--- config.mk ---
export PLATFORM = sky130hd
export DESIGN_NAME = cpu_io_ports
export DESIGN_NICKNAME = d
export VERILOG_FILES = /design/src/rtl/cpu_io_pkg.sv /design/src/rtl/io_port_sync.sv /design/src/rtl/cpu_io_ports.sv
export SDC_FILE = /design/constraint.sdc
export NUM_CORES = 1
export LEC_CHECK = 0
export BUFFER_PORTS_ARGS = -buffer_cell sky130_fd_sc_hd__buf_2
export CORE_ASPECT_RATIO = 0.75
export CORE_MARGIN = 2
export CORE_UTILIZATION = 48
export CTS_CLUSTER_DIAMETER = 120
export DETAILED_ROUTE_END_ITERATION = 10
export GPL_ROUTABILITY_DRIVEN = 0
export PLACE_DENSITY = 0.72
export SLEW_MARGIN = 10
export SYNTH_ARGS = -nofsm -noshare
export SYNTH_HDL_FRONTEND = slang
export SYNTH_HIERARCHICAL = 1
export SYNTH_SLANG_ARGS = --single-unit
--- constraint.sdc ---
create_clock -name clk -period 1.25 [get_ports clk]
set_clock_uncertainty 0.1 [all_clocks]
set_input_delay 0.125 -clock clk [delete_from_list [all_inputs] [get_ports clk]]
set_output_delay 0.125 -clock clk [all_outputs]
set_load 0.02 [all_outputs]
--- src/rtl/cpu_io_pkg.sv ---
// Shared constants for the cpu I/O port block: register offsets above the port window.
// Latency: n/a (constants and an elaboration-time helper only).
// Backpressure: n/a.
package cpu_io_pkg;

  // Register offsets relative to NUM_PORTS; the out_p read-back window starts at RB_OFS.
  localparam int FLAGS_OFS = 0;
  localparam int MASK_OFS  = 1;
  localparam int RB_OFS    = 2;

  // Smallest address width that covers ports, FLAGS, MASK and the read-back window.
  function automatic int io_addr_w(input int num_ports);
    return $clog2(2 * num_ports + 2);
  endfunction

endpackage

--- src/rtl/io_port_sync.sv ---
// One input port: SYNC_STAGES-deep synchroniser, previous-value register, gated change detect.
// Latency: pin to sync_o is SYNC_STAGES edges; chg_o follows one edge later via prev_q.
// Backpressure: none; samples every cycle.
module io_port_sync #(
  parameter int WIDTH       = 8,
  parameter int SYNC_STAGES = 2
) (
  input  logic             clk_i,
  input  logic             rst_ni,
  input  logic             en_i,
  input  logic [WIDTH-1:0] in_i,
  output logic [WIDTH-1:0] sync_o,
  output logic             chg_o
);

  logic [SYNC_STAGES-1:0][WIDTH-1:0] stg_q, stg_d;
  logic [WIDTH-1:0]                  prev_q;

  // Shift the pin value one stage deeper each cycle; stage 0 takes the raw pin.
  always_comb begin
    stg_d = {stg_q[SYNC_STAGES-2:0], in_i};
  end

  // Synchroniser chain and the previous synced value used for toggle detection.
  always_ff @(posedge clk_i or negedge rst_ni) begin
    if (!rst_ni) begin
      stg_q  <= '0;
      prev_q <= '0;
    end else begin
      stg_q  <= stg_d;
      prev_q <= stg_q[SYNC_STAGES-1];
    end
  end

  assign sync_o = stg_q[SYNC_STAGES-1];
  assign chg_o  = en_i && (stg_q[SYNC_STAGES-1] != prev_q);

endmodule

--- src/rtl/cpu_io_ports.sv ---
// Memory-mapped I/O ports: synced inputs, output registers, sticky maskable change flags, irq.
// Latency: writes land at the strobe edge; rdata registered one cycle after re; irq is combinational.
// Backpressure: none; every single-cycle we/re strobe is accepted.
module cpu_io_ports
  import cpu_io_pkg::*;
#(
  parameter int NUM_PORTS   = 4,
  parameter int WIDTH       = 8,
  parameter int SYNC_STAGES = 2,
  parameter int ADDR_W      = 4
) (
  input  logic                       clk,
  input  logic                       reset,
  input  logic [ADDR_W-1:0]          addr,
  input  logic                       we,
  input  logic                       re,
  input  logic [WIDTH-1:0]           wdata,
  output logic [WIDTH-1:0]           rdata,
  input  logic [NUM_PORTS*WIDTH-1:0] in_p,
  output logic [NUM_PORTS*WIDTH-1:0] out_p,
  output logic                       irq
);

  localparam int N       = NUM_PORTS;
  localparam int FLAGS_A = N + FLAGS_OFS;
  localparam int MASK_A  = N + MASK_OFS;
  localparam int RB_A    = N + RB_OFS;
  localparam int CW      = $clog2(SYNC_STAGES + 2);
  localparam logic [CW-1:0] PRIME_MAX = CW'(SYNC_STAGES + 1);

  // Reject parameter sets the address map or synchroniser cannot support.
  if (ADDR_W < io_addr_w(NUM_PORTS)) begin : g_bad_addr_w
    $error("cpu_io_ports: ADDR_W too small for NUM_PORTS");
  end
  if (NUM_PORTS < 1 || NUM_PORTS > WIDTH) begin : g_bad_ports
    $error("cpu_io_ports: NUM_PORTS must be 1..WIDTH");
  end
  if (SYNC_STAGES < 2) begin : g_bad_sync
    $error("cpu_io_ports: SYNC_STAGES must be >= 2");
  end

  logic [N*WIDTH-1:0] sync_all;
  logic [N-1:0]       chg;
  logic               primed;

  logic [N*WIDTH-1:0] out_q, out_d;
  logic [N-1:0]       flags_q, flags_d;
  logic [N-1:0]       mask_q, mask_d;
  logic [WIDTH-1:0]   rdata_q, rdata_d;
  logic [CW-1:0]      prime_q, prime_d;

  for (genvar g = 0; g < N; g++) begin : g_port
    io_port_sync #(
      .WIDTH       (WIDTH),
      .SYNC_STAGES (SYNC_STAGES)
    ) u_sync (
      .clk_i  (clk),
      .rst_ni (reset),
      .en_i   (primed),
      .in_i   (in_p[g*WIDTH +: WIDTH]),
      .sync_o (sync_all[g*WIDTH +: WIDTH]),
      .chg_o  (chg[g])
    );
  end

  // Detection stays off until the synchronisers and prev registers hold real pin levels.
  assign primed = (prime_q == PRIME_MAX);

  // Next-state for the prime counter, register file, flags, mask and read data.
  always_comb begin
    int a;
    a       = int'(addr);
    prime_d = primed ? prime_q : prime_q + CW'(1);
    out_d   = out_q;
    mask_d  = mask_q;
    flags_d = flags_q;
    rdata_d = rdata_q;

    if (we) begin
      for (int i = 0; i < N; i++) begin
        if (a == i) out_d[i*WIDTH +: WIDTH] = wdata;
      end
      if (a == MASK_A)  mask_d  = wdata[N-1:0];
      if (a == FLAGS_A) flags_d = flags_q & ~wdata[N-1:0];
    end
    // Applied after the W1C so a same-cycle detection wins over the clear.
    flags_d = flags_d | chg;

    // Read mux uses current register values, so a same-cycle write is not visible yet.
    if (re) begin
      rdata_d = '0;
      for (int i = 0; i < N; i++) begin
        if (a == i)        rdata_d = sync_all[i*WIDTH +: WIDTH];
        if (a == RB_A + i) rdata_d = out_q[i*WIDTH +: WIDTH];
      end
      if (a == FLAGS_A) rdata_d[N-1:0] = flags_q;
      if (a == MASK_A)  rdata_d[N-1:0] = mask_q;
    end
  end

  // State registers; reset clears everything including pending flags and restarts priming.
  always_ff @(posedge clk or negedge reset) begin
    if (!reset) begin
      prime_q <= '0;
      out_q   <= '0;
      mask_q  <= '0;
      flags_q <= '0;
      rdata_q <= '0;
    end else begin
      prime_q <= prime_d;
      out_q   <= out_d;
      mask_q  <= mask_d;
      flags_q <= flags_d;
      rdata_q <= rdata_d;
    end
  end

  assign out_p = out_q;
  assign rdata = rdata_q;
  assign irq   = |(flags_q & mask_q);

endmodule

After elaboration in Yosys (flattened, before gate mapping)

Cells that the tools add are included.
W data, S select, Z words.

Flip-flop bits (word level): 146
Logic and storage cells: 62
Input port bits: 48
Output and inout port bits: 41

Mux-type cells: 12
Bitwise logic cells: 4
Reductions and logical operators: 11
$add $sub $neg: 1
Equality and inequality tests: 14

Operator list:

| operator              | number |
|---|---|
| $mux W8               | 8 |
| $ne A8 B8 Y1          | 4 |
| $eq A4 B4 Y1 const B  | 6 |
| $mux W4               | 4 |
| $reduce_and A2 Y1     | 5 |
| $and A4 B4 Y4         | 2 |
| $eq A4 B3 Y1 const B  | 2 |
| $eq A4 B2 Y1 const B  | 1 |
| $logic_and A1 B1 Y1   | 4 |
| $logic_not A4 Y1      | 1 |
| $not A4 Y4            | 1 |
| $or A4 B4 Y4          | 1 |
| $reduce_or A4 Y1      | 1 |
| $add A2 B1 Y2 const B | 1 |
| $eq A2 B2 Y1 const B  | 1 |

Longest topological paths before layout

Gate-level depths: netlist of the first run.

Word-level depth: 11
Gate-level depth with buffers: 7
Depth with buffers taken out: 5

Modules after synthesis

Netlist of the first run, hierarchy kept.

By module, submodules not included:

| module       | sequential area each (um^2) | instances | area an instance (um^2) | cells each |
|---|---|---|---|---|
| cpu_io_ports | 1,251.2                     | 1         | 2,762.6                 | 269 |
| io_port_sync | 600.6                       | 4         | 690.7                   | 35 |

Worst setup path after synthesis of the first run

No wires, ideal clock.

Path kind: input-to-reg
Start point: in addr[3]
End point: reg rdata_q[2], in the netlist rdata[2]
Cell stages on the path: 6
Slack: -0.144 ns
Setup time: 0.124 ns
Arrival: 1.171 ns
Cells stage by stage: buf_4 > and2b_1 > buf_2 > a221oi_1 > nor3_1 > o31a_1

Longest elaborated chain between the ends: 11
Elaborated cells between the ends (all ways): 20
Those cells by class: eq/ne (9); mux (10); reduce/logical (1)

Ends and longest elaborated chain:

| element              | RTL line            | RTL |
|---|---|---|
| from (decl)          | cpu_io_ports.sv:14  | `input logic [ADDR_W-1:0] addr,` |
| $logic_not A4 Y1     | cpu_io_ports.sv:93  | `if (a == i) rdata_d = sync_all[i*WIDTH +: WIDTH];` |
| $mux W8              | cpu_io_ports.sv:93  |  |
| $mux W8              | cpu_io_ports.sv:94  | `if (a == RB_A + i) rdata_d = out_q[i*WIDTH +: WIDTH];` |
| $mux W8              | cpu_io_ports.sv:93  |  |
| $mux W8              | cpu_io_ports.sv:94  |  |
| $mux W8              | cpu_io_ports.sv:93  |  |
| $mux W8              | cpu_io_ports.sv:94  |  |
| $mux W8              | cpu_io_ports.sv:93  |  |
| $mux W8              | cpu_io_ports.sv:94  |  |
| $mux W4              | cpu_io_ports.sv:96  | `if (a == FLAGS_A) rdata_d[N-1:0] = flags_q;` |
| $mux W4 *            | cpu_io_ports.sv:97  | `if (a == MASK_A) rdata_d[N-1:0] = mask_q;` |
| to (signal assigned) | cpu_io_ports.sv:114 | `rdata_q <= rdata_d;` |
| to (decl)            | cpu_io_ports.sv:49  | `logic [WIDTH-1:0] rdata_q, rdata_d;` |

Every way passes the cells marked *; elsewhere a longest branch is shown, timed or not.
A chain may end at the register's enable or synchronous reset.

Worst setup path after layout of the first run

Start point: reg flags_q[0]
End point: out irq

Longest elaborated chain between the ends: 2

Ends and longest elaborated chain:

| element                | RTL line            | RTL |
|---|---|---|
| from (decl)            | cpu_io_ports.sv:47  | `logic [N-1:0] flags_q, flags_d;` |
| from (signal assigned) | cpu_io_ports.sv:113 | `flags_q <= flags_d;` |
| $and A4 B4 Y4          | cpu_io_ports.sv:120 | `assign irq = \|(flags_q & mask_q);` |
| $reduce_or A4 Y1       | cpu_io_ports.sv:120 |  |
| to (decl)              | cpu_io_ports.sv:21  | `output logic irq` |

Every way passes these cells.

==> results of run 1 <==
==> layout make-up <==
class | instances | area (sq um)
Clock buffer | 18 | 439.2
Fill cell | 701 | 2824
Sequential cell | 146 | 3662
Multi-Input combinational cell | 238 | 1999
Timing Repair Buffer | 221 | 1754
Tap cell | 140 | 175.2
Inverter | 9 | 33.78
Clock inverter | 14 | 177.7
==> layout by cell type, fill, tap and decap left out, types with 3 or more instances in the layout <==
master,synthesis,routed
a221oi_2,0,8
nor2_1,14,12
a22oi_2,0,4
dfrtp_1,146,139
a21o_1,5,5
a21oi_2,0,6
o21a_1,3,3
nor4_2,0,5
a31oi_1,3,3
nor3_2,1,4
buf_6,3,38
inv_6,0,4
nor2b_1,6,6
dfrtp_2,0,7
o22ai_1,8,6
buf_4,3,70
bufinv_16,0,3
inv_1,9,8
a21boi_1,4,3
clkinvlp_4,0,4
nand3_1,3,3
nand2_1,18,16
and3_1,3,3
o2bb2ai_2,0,3
clkbuf_16,0,17
buf_2,6,70
a32oi_1,4,3
o21ai_1,1,6
nand2b_1,5,5
nor3_1,6,3
mux2_2,39,38
a21oi_1,21,15
o21ai_0,15,10
dlygate4sd3_1,0,41
xor2_1,32,31
==> kinds of logic after synthesis <==
logic type	after synthesis
compound gates	89
flops	146
buf+inv	25
fa+ha+maj	1
simple gates	75
mux	40
xor+xnor	33
==> through the flow <==
stage,instance area [sq um],TNS [ns]
after global routing,8242,-3.433
after CTS,8109,-2.132
after detailed placement,6749,-9.888
after global placement,6749,-9.155
after floorplan,5577,-0.3485
final,8242,-2.373
==> timing repair <==
action,CTS,global route
hold buffers,41,0
pin swaps,32,23
resized for setup,78,23
hold endpoints to repair,216,0
endpoints found under the setup margin,28,30
setup buffers,6,6
==> flip-flops by register name (all words and copies together) (netlist names) <==
name and count:
g_port.u_sync/prev_q 32, g_port.u_sync/stg_d 32, g_port.u_sync/sync_o 32, out_p 32
rdata 8, flags_q 4, mask_q 4, prime_q 2
==> cell usage after synthesis (2+ instances only) <==
library cell,n
nor3_1,6
and2b_1,2
xor2_1,32
a31oi_1,3
nor2_1,14
o2bb2ai_1,3
and3_1,3
nand2b_1,5
buf_2,6
o22ai_1,8
nand3_1,3
a21boi_1,4
clkbuf_1,4
o31ai_1,2
a22oi_1,5
a211oi_1,3
buf_4,3
or2b_1,2
o21a_1,3
nand4_1,2
a221oi_1,9
buf_6,3
inv_1,9
nand2_1,18
nor2b_1,6
nor4_1,8
dfrtp_1,146
mux2_2,39
a21o_1,5
a21oi_1,21
a32oi_1,4
o21ai_0,15
==> power by group through the flow <==
| stage | clock (mW) | sequential, mW | combinational (mW) |
|---|---|---|---|
| 2_1_floorplan | 0 | 5.89 | 0.650 |
| 3_3_place_gp | 0 | 5.61 | 1.90 |
| 3_5_place_dp | 0 | 5.61 | 1.96 |
| 4_1_cts | 5.30 | 5.57 | 2.36 |
| 5_1_grt | 5.55 | 5.63 | 2.62 |
| 6_report | 5.27 | 5.58 | 2.47 |
==> critical path, cell delays in order (launching register included) <==
cell     delay [ns]
dfrtp_1        0.39
buf_6          0.13
a22oi_2        0.14
nand2_1        0.12
buf_6          0.15
==> metal layers <==
layer | GRT usage (%) | vias to the layer above | routed length (microns)
li1 | - | 1900 | -
met1 | 32.25 | 2167 | 6364
met2 | 42.20 | 169 | 7554
met3 | 7.024 | 31 | 967
met4 | 8.115 | 0 | 242
met5 | 0 | - | 0
==> how the worst max path moves through the flow <==
stage / startpoint / endpoint / slack (ns) / cells after the start
floorplan: out_p[16] / rdata[0] / -0.09 / 5
global placement: addr[0] / rdata[1] / -0.29 / 7
detailed placement: addr[0] / rdata[1] / -0.36 / 7
CTS: flags_q[0] / irq / -0.29 / 4
global route: flags_q[0] / irq / -0.36 / 4
finish: flags_q[0] / irq / -0.31 / 4
==> flow_metrics.env, run 1 <==
export IMPL_outcome="complete, but fails checks"
export IMPL_violations="negative setup slack"
export IMPL_swShare_pct=27.30
export IMPL_hp_start="re"
export IMPL_ios=89
export IMPL_cts_path_max_buffers=2
export IMPL_clock_sinks=146
export IMPL_fin_ws_ns=-0.3129
export IMPL_switchingPower_mw=3.636
export IMPL_setup_viol=25
export IMPL_dr_pass1_iters=5
export IMPL_grt_pass1_vias=4577
export IMPL_syn_area_sq_um=5525
export IMPL_worstPathMaxFanout=3
export IMPL_grt_pass1_wl_microns=23960
export IMPL_fin_nets=682
export IMPL_crit_type="flop to output port"
export IMPL_dp_slack_ns=-0.3609
export IMPL_r2r_end="rdata[0]"
export IMPL_port_buffers=88
export IMPL_dieWidth_microns=127.9
export IMPL_fmax_mhz=639.8
export IMPL_final_cells=786
export IMPL_grt_overflow=0
export IMPL_synthAdderAreaFrac_pct=0.2264
export IMPL_worstPathRequired_ns=1.02
export IMPL_synth_top_area_share_pct=66.12
export IMPL_holdPathEnd="rdata[3]"
export IMPL_cts_tree="built"
export IMPL_clock_latency_ns=0.42
export IMPL_cts_max_level=4
export IMPL_r2r_start="g_port[2].u_sync/sync_o[0]"
export IMPL_grt_max_degree=46
export IMPL_avgSynthCellArea_sq_um=13.51
export IMPL_syn_inst=409
export IMPL_reg2reg_depth=5
export IMPL_fin_crit_sh_pct=125.0
export IMPL_initial_utilization_pct=49.93
export IMPL_cts_root_buf="clkbuf_16"
export IMPL_synth_xor_area_share_pct=5.231
export IMPL_finalMaxSlewViolations=0
export IMPL_synth_largest_area_cell="dfrtp_1"
export IMPL_max_cap_violations=0
export IMPL_cts_buffers=17
export IMPL_wl_per_cell_microns=19.25
export IMPL_p_clk_share_pct=39.6
export IMPL_async_flop_share_pct=100.0
export IMPL_synth_compound_area_share_pct=10.62
export IMPL_place_hpwl_microns=9762
export IMPL_syn_nets=458
export IMPL_peakVddDrop_mv=1.137
export IMPL_n_antenna_cell=0
export IMPL_row_count=33
export IMPL_power_density_nw_per_um2=1616
export IMPL_avgViaCountPerCell=5.429
export IMPL_min_path_cells=2
export IMPL_ys_types=45
export IMPL_yosysSeqAreaShare_pct=66.12
export IMPL_yosysWarnings=6
export IMPL_drive_above_1_share_pct=47.52
export IMPL_end_kind="output port"
export IMPL_synth_top_family_by_area="compound AO/OA/AOI/OAI gates"
export IMPL_track_usage_pct=25.36
export IMPL_synthMuxAreaShare_pct=8.130
export IMPL_final_min_clock_period_ns=1.563
export IMPL_r2r_setup_slack_ns=-0.19
export IMPL_synth_area_leaders="dfrtp_1 (66%), mux2_2 (7.9%), xor2_1 (5.1%)"
export IMPL_pwr_share_seq_pct=41.9
export IMPL_antenna_left=0
export IMPL_p_leak_nw=3.749
export IMPL_antenna_found_initial=0
export IMPL_critPathLaunchType="flop"
export IMPL_dp_cells=706
export IMPL_rsz0062_at_grt="yes"
export IMPL_die_h_microns=96.92
export IMPL_core_sq_um=11070
export IMPL_initialDrtViolationCount=230
export IMPL_ys_ff_latch=146
export IMPL_routed_via_count=4267
export IMPL_whs_ns=0.03601
export IMPL_area_delta_synth_final_pct=49.16
export IMPL_hold_viol_final=0
export IMPL_p_total_mw=13.32
export IMPL_post_route_util_pct=74.48
export IMPL_worstMarginPinSlew_ns=0.4470
export IMPL_path_clk_slew_ns=0.06
export IMPL_combPwrFrac_pct=18.5
export IMPL_synth_ff_type="dfrtp_1"
export IMPL_cp_arrival_ns=1.34
export IMPL_hold_class="input port to flop"
export IMPL_p_int_mw=9.684
export IMPL_drc=0
export IMPL_synth_edf_count=0
export IMPL_slew_headroom_pct=70.20
export IMPL_drt_wl_total_microns=15130
export IMPL_design_die_area_sq_um=12390
export IMPL_synthSimpleGateAreaFrac_pct=7.224
Power figures use the tool's default switching activity.
==> run 2: changes to the inputs <==
--- a/config.mk
+++ b/config.mk
@@ -5,6 +5,7 @@
 export SDC_FILE = /design/constraint.sdc
 export NUM_CORES = 1
 export LEC_CHECK = 0
+export ABC_AREA = 1
 export BUFFER_PORTS_ARGS = -buffer_cell sky130_fd_sc_hd__buf_2
 export CORE_ASPECT_RATIO = 0.75
 export CORE_MARGIN = 2
@@ -12,7 +13,7 @@
 export CTS_CLUSTER_DIAMETER = 120
 export DETAILED_ROUTE_END_ITERATION = 10
 export GPL_ROUTABILITY_DRIVEN = 0
-export PLACE_DENSITY = 0.72
+export PLACE_DENSITY = 0.69
 export SLEW_MARGIN = 10
 export SYNTH_ARGS = -nofsm -noshare
 export SYNTH_HDL_FRONTEND = slang
==> constraint.sdc (replaced) <==
create_clock -name clk -period 1.75 [get_ports clk]
set_clock_uncertainty 0.1 [all_clocks]
set_input_delay 0.175 -clock clk [delete_from_list [all_inputs] [get_ports clk]]
set_output_delay 0.175 -clock clk [all_outputs]
set_load 0.02 [all_outputs]
==> flow_metrics.env, run 2 <==
export IMPL_ys_ff_latch=146
export IMPL_fin_nets=816
export IMPL_slew_headroom_pct=69.96
export IMPL_clock_sinks=146
export IMPL_cts_tree="built"
export IMPL_finalSetupTns_ns=0
export IMPL_met1_length_microns=6054
export IMPL_antenna_left=0
export IMPL_fin_crit_sh_pct=85.86
export IMPL_final_cell_mix="nand2_1 (208), dfrtp_1 (146), inv_1 (95)"
export IMPL_grt_pass1_wl_microns=21820
export IMPL_critPathSlowestCell="dfrtp_1"
export IMPL_final_min_clock_period_ns=1.503
export IMPL_setup_viol=0
export IMPL_drc=0
export IMPL_die_h_microns=98.36
export IMPL_synth_commonest_cells="nand2_1 (208), dfrtp_1 (146), inv_1 (95)"
export IMPL_fin_ws_ns=0.2475
export IMPL_ios=89
export IMPL_grt_max_degree=47
export IMPL_synth_area_leaders="dfrtp_1 (64%), nand2_1 (14%), inv_1 (6.3%)"
export IMPL_cts_path_max_buffers=2
export IMPL_worstPathCellList="inv_1 -> o2111ai_1 -> buf_2"
export IMPL_syn_inst=624
export IMPL_antenna_found_initial=0
export IMPL_peakVddDrop_mv=0.7844
export IMPL_core_sq_um=11570
export IMPL_finalMaxSlewViolations=0
export IMPL_place_hpwl_microns=9540
export IMPL_yosysMostFrequentCell="nand2_1"
export IMPL_design_die_area_sq_um=12770
export IMPL_grt_overflow=0
export IMPL_path_clk_slew_ns=0.06
export IMPL_port_buffers=88
export IMPL_synth_ff_type="dfrtp_1"
export IMPL_power_density_nw_per_um2=1152
export IMPL_crit_buf_inv=2
export IMPL_postCtsSetupBuffers=0
export IMPL_dieWidth_microns=129.8
export IMPL_fmax_mhz=665.6
export IMPL_worstPathRequired_ns=1.47
export IMPL_rsz0062_at_grt="no"
export IMPL_cts_max_level=4
export IMPL_highest_layer="met4"
export IMPL_p_leak_nw=3.935
export IMPL_area_delta_synth_final_pct=27.95
export IMPL_hold_class="input port to flop"
export IMPL_async_flop_share_pct=100.0
export IMPL_cp_arrival_ns=1.23
export IMPL_syn_nets=673
export IMPL_critPathMaxStageDelay_ns=0.36
export IMPL_initialDrtViolationCount=305
export IMPL_cp_top_family="flip-flops"
export IMPL_cts_buffers=17
export IMPL_end_kind="output port"
export IMPL_track_usage_pct=22.88
export IMPL_row_count=34
export IMPL_final_common_cell="nand2_1"
export IMPL_cts_root_buf="clkbuf_16"
export IMPL_dp_slack_ns=0.1555
export IMPL_avgViaCountPerCell=4.858
export IMPL_wl_met3_microns=1116
export IMPL_wl_met2_microns=6410
export IMPL_initial_utilization_pct=49.24
export IMPL_dpl_cell_area_sq_um=6384
export IMPL_clock_latency_ns=0.42
export IMPL_max_cap_violations=0
export IMPL_n_antenna_cell=0
export IMPL_yosysWarnings=6
export IMPL_syn_area_sq_um=5698
export IMPL_outcome="complete, no violations"
export IMPL_design_area_sq_um=7291
export IMPL_worstMarginPinSlew_ns=0.4506
export IMPL_crit_type="flop to output port"
export IMPL_avgSynthCellArea_sq_um=9.131
export IMPL_grt_pass1_vias=4386
export IMPL_synth_largest_area_cell="dfrtp_1"
export IMPL_wl_per_cell_microns=14.71
export IMPL_drive_above_1_share_pct=19.90
export IMPL_ys_types=24
export IMPL_yosysSeqAreaShare_pct=64.12
export IMPL_critPathLaunchType="flop"
export IMPL_hold_viol_final=0
export IMPL_synth_edf_count=0
export IMPL_worstPathMaxFanout=2
export IMPL_routed_via_count=4571
export IMPL_drt_wl_total_microns=13850
export IMPL_dr_pass1_iters=5
export IMPL_synth_top_area_share_pct=64.12
run 2: report_power, final:
part / internal [mW] / switching (mW) / leakage [nW] / total [mW]
Combinational: 0.406 / 0.690 / 1.94 / 1.10
Clock: 1.93 / 1.42 / 0.262 / 3.35
Sequential: 3.68 / 0.272 / 1.73 / 3.95
run 2: layer usage:
| layer | vias up | global-route usage (%) |
|---|---|---|
| li1 | 2182 | - |
| met1 | 2162 | 31.97 |
| met2 | 197 | 34.72 |
| met3 | 30 | 6.027 |
| met4 | 0 | 8.437 |
| met5 | - | 0 |
run 2: what timing repair did:
| action | CTS | global route |
|---|---|---|
| gates resized for setup | 0 | 0 |
| endpoints found under the hold margin | 152 | 0 |
| hold buffers | 36 | 0 |
run 2: cells by family after synthesis:
| family | share of synthesized area (%) |
|---|---|
| AO/OA/AOI/OAI | 5.775 |
| adder cells (fa/ha/maj) | 0.2196 |
| buffers and inverters | 7.290 |
| flip-flops | 64.12 |
| multiplexers | 0.1976 |
| XOR/XNOR | 0.1537 |
| AND/OR/NAND/NOR | 22.24 |
run 2: layout make-up:
cell class	count	area, sq um
clock inverters	10	76.32
multi-input cells	370	1629
well taps	162	202.7
repair buffers	129	869.6
fillers	962	4280
clock buffers	21	470.5
flip-flops and latches	146	3654
inverters	103	389.1
run 2: final timing paths:
check / start / end / slack [ns] / cells after the start
setup / recovery: mask_q[2] / irq / 0.25 / 3
hold / removal: wdata[5] / out_p[29] / 0.02 / 3
setup reg to reg: g_port[1].u_sync/sync_o[2] / flags_q[1] / 0.41 / 9
hold reg to reg: g_port[0].u_sync/stg_d[15] / g_port[0].u_sync/sync_o[7] / 0.25 / 0
max in group asynchronous: reset / prime_q[1] / 0.79 / 3
min in group asynchronous: reset / g_port[0].u_sync/prev_q[1] / 0.15 / 2
run 2: metrics by stage:
step                hold slack [ns]  cells  power [mW]  utilization, %
floorplan                   -0.2206    624       4.518               -
global placement            0.03494    874       4.993           55.17
detailed placement          0.04353    874       5.037           55.17
CTS                        0.008378    941       8.438           63.01
global route                0.02917    941       8.776           63.01
finish                      0.02271    941       8.400           63.01
run 2: worst min-delay path: stages:
cell	delay, ns
buf_2	0.07
inv_1	0.11
o21ai_2	0.15
==> run 3: changes to the inputs <==
--- a/config.mk
+++ b/config.mk
@@ -7,13 +7,15 @@
 export LEC_CHECK = 0
 export ABC_AREA = 1
 export BUFFER_PORTS_ARGS = -buffer_cell sky130_fd_sc_hd__buf_2
+export CELL_PAD_IN_SITES_DETAIL_PLACEMENT = 2
+export CELL_PAD_IN_SITES_GLOBAL_PLACEMENT = 2
 export CORE_ASPECT_RATIO = 0.75
 export CORE_MARGIN = 2
-export CORE_UTILIZATION = 48
+export CORE_UTILIZATION = 34
 export CTS_CLUSTER_DIAMETER = 120
 export DETAILED_ROUTE_END_ITERATION = 10
 export GPL_ROUTABILITY_DRIVEN = 0
-export PLACE_DENSITY = 0.69
+export PLACE_DENSITY_LB_ADDON = 0.1
 export SLEW_MARGIN = 10
 export SYNTH_ARGS = -nofsm -noshare
 export SYNTH_HDL_FRONTEND = slang
==> constraint.sdc (replaced) <==
create_clock -name clk -period 1.7 [get_ports clk]
set_clock_uncertainty 0.1 [all_clocks]
set_input_delay 0.17 -clock clk [delete_from_list [all_inputs] [get_ports clk]]
set_output_delay 0.17 -clock clk [all_outputs]
set_load 0.02 [all_outputs]
==> flow_metrics.env, run 3 (synthesized netlist as in run 2, its figures left out) <==
export IMPL_cts_tree="built"
export IMPL_critPathMaxStageDelay_ns=0.37
export IMPL_design_area_sq_um=7443
export IMPL_pwr_share_seq_pct=44.8
export IMPL_seq_area_sq_um=3654
export IMPL_port_buffers=88
export IMPL_switchingPower_mw=2.553
export IMPL_hold_viol_final=0
export IMPL_outcome="complete, no violations"
export IMPL_fin_crit_sh_pct=92.03
export IMPL_dieWidth_microns=153.5
export IMPL_initial_utilization_pct=35.14
export IMPL_design_die_area_sq_um=17820
export IMPL_crit_buf_inv=2
export IMPL_cts_path_max_buffers=2
export IMPL_p_total_mw=9.105
export IMPL_n_antenna_cell=0
export IMPL_cts_root_buf="clkbuf_16"
export IMPL_cp_arrival_ns=1.29
export IMPL_dp_cells=925
export IMPL_fmax_mhz=639.2
export IMPL_clock_latency_ns=0.43
export IMPL_ios=89
export IMPL_cts_max_level=4
export IMPL_rsz0062_at_grt="no"
export IMPL_grt_overflow=0
export IMPL_final_cell_mix="nand2_1 (208), dfrtp_1 (146), inv_1 (95)"
export IMPL_slew_headroom_pct=65.55
export IMPL_antenna_left=0
export IMPL_grt_pass1_wl_microns=29510
export IMPL_p_clk_share_pct=42.1
export IMPL_p_int_mw=6.551
export IMPL_max_cap_violations=0
export IMPL_row_count=40
export IMPL_combPwrFrac_pct=13.1
export IMPL_wl_per_cell_microns=18.13
export IMPL_die_h_microns=116.1
export IMPL_drc=0
export IMPL_swShare_pct=28.04
export IMPL_cts_buffers=17
export IMPL_final_common_cell="nand2_1"
export IMPL_worstPathRequired_ns=1.43
export IMPL_final_min_clock_period_ns=1.565
export IMPL_critPathSlowestCell="dfrtp_1"
export IMPL_fin_ws_ns=0.1355
export IMPL_clock_sinks=146
export IMPL_worstMarginPinSlew_ns=0.5149
export IMPL_place_hpwl_microns=12930
export IMPL_grt_pass1_vias=5389
export IMPL_cp_top_family="flip-flops"
export IMPL_critPathLaunchType="flop"
export IMPL_path_depth=3
export IMPL_area_delta_synth_final_pct=30.63
export IMPL_antenna_found_initial=0
export IMPL_final_cells=993
export IMPL_drt_wl_total_microns=18000
export IMPL_fin_nets=820
export IMPL_core_sq_um=16220
export IMPL_multi_input_area_sq_um=1635
export IMPL_dpl_cell_area_sq_um=6466
export IMPL_track_usage_pct=21.94
export IMPL_dp_slack_ns=-0.1108
export IMPL_hold_class="input port to flop"
export IMPL_reg2reg_depth=8
export IMPL_path_clk_slew_ns=0.06
export IMPL_crit_type="flop to output port"
export IMPL_min_path_cells=3
export IMPL_end_kind="output port"
export IMPL_finalMaxSlewViolations=0
export IMPL_worstPathMaxFanout=2
export IMPL_post_route_util_pct=45.90
export IMPL_nFillCells=1761
export IMPL_grt_max_degree=45
export IMPL_setup_viol=0
export IMPL_peakVddDrop_mv=0.6423
export IMPL_initialDrtViolationCount=165
export IMPL_worstPathCellList="inv_1 -> o2111ai_2 -> buf_2"
export IMPL_p_leak_nw=3.978
export IMPL_avgViaCountPerCell=4.726
export IMPL_power_density_nw_per_um2=1223
export IMPL_routed_via_count=4693
export IMPL_dr_pass1_iters=4
export IMPL_drive_above_1_share_pct=20.43
## run 3: worst paths after layout
check / endpoint / slack [ns] / from
min: out_p[26] / 0.06 / wdata[2]
max in group asynchronous: g_port[3].u_sync/prev_q[1] / 0.75 / reset
max: irq / 0.14 / mask_q[2]
min in group asynchronous: g_port[1].u_sync/stg_d[15] / 0.13 / reset
max reg2reg: rdata[0] / 0.24 / g_port[0].u_sync/sync_o[0]
min reg2reg: g_port[0].u_sync/sync_o[3] / 0.25 / g_port[0].u_sync/stg_d[11]
## run 3: power by group through the flow
stage          Sequential (mW)  Combinational [mW]  Clock (mW)
2_1_floorplan             4.25               0.399           0
3_3_place_gp              4.12                1.06           0
3_5_place_dp              4.14                1.12           0
4_1_cts                   4.09                1.20        3.95
5_1_grt                   4.12                1.33        4.10
6_report                  4.08                1.19        3.84
## run 3: worst register-to-register path, stage by stage, from the launching register on
cell,delay (ns)
dfrtp_1,0.41
nand3_1,0.13
nand3_1,0.09
nor2_1,0.12
nand3_1,0.12
nor2_1,0.13
nand3_1,0.12
nand2_1,0.08
nand2_1,0.05
## run 3: area by class of cell
type	count	area share [%]
sequential	146	49.08
multi-input combinational	370	21.97
timing repair buffer	133	12.12
clock buffer	18	5.900
inverter	103	5.228
tap	210	3.530
clock inverter	13	2.168
## run 3: timing repair
action | in CTS | in global routing
endpoints found under the hold margin | 175 | 0
resized for setup | 0 | 1
endpoints found under the setup margin | 0 | 1
hold buffers | 37 | 0
setup buffers | 0 | 0
## run 3: stage by stage
step,hold slack [ns],setup TNS (ns)
final,0.06324,0
after global routing,0.07766,0
after floorplan,-0.2256,0
after detailed placement,0.03128,-0.3894
after CTS,0.04336,0
after global placement,0.02606,0
## run 3: layer usage
metal / GRT usage, % / vias to the layer above / routed length (microns)
met3: 4.230 / 20 / 625
met4: 6.606 / 0 / 261
li1: - / 2184 / -
met5: 0 / - / 0
met2: 37.36 / 87 / 8894
met1: 28.96 / 2402 / 8218
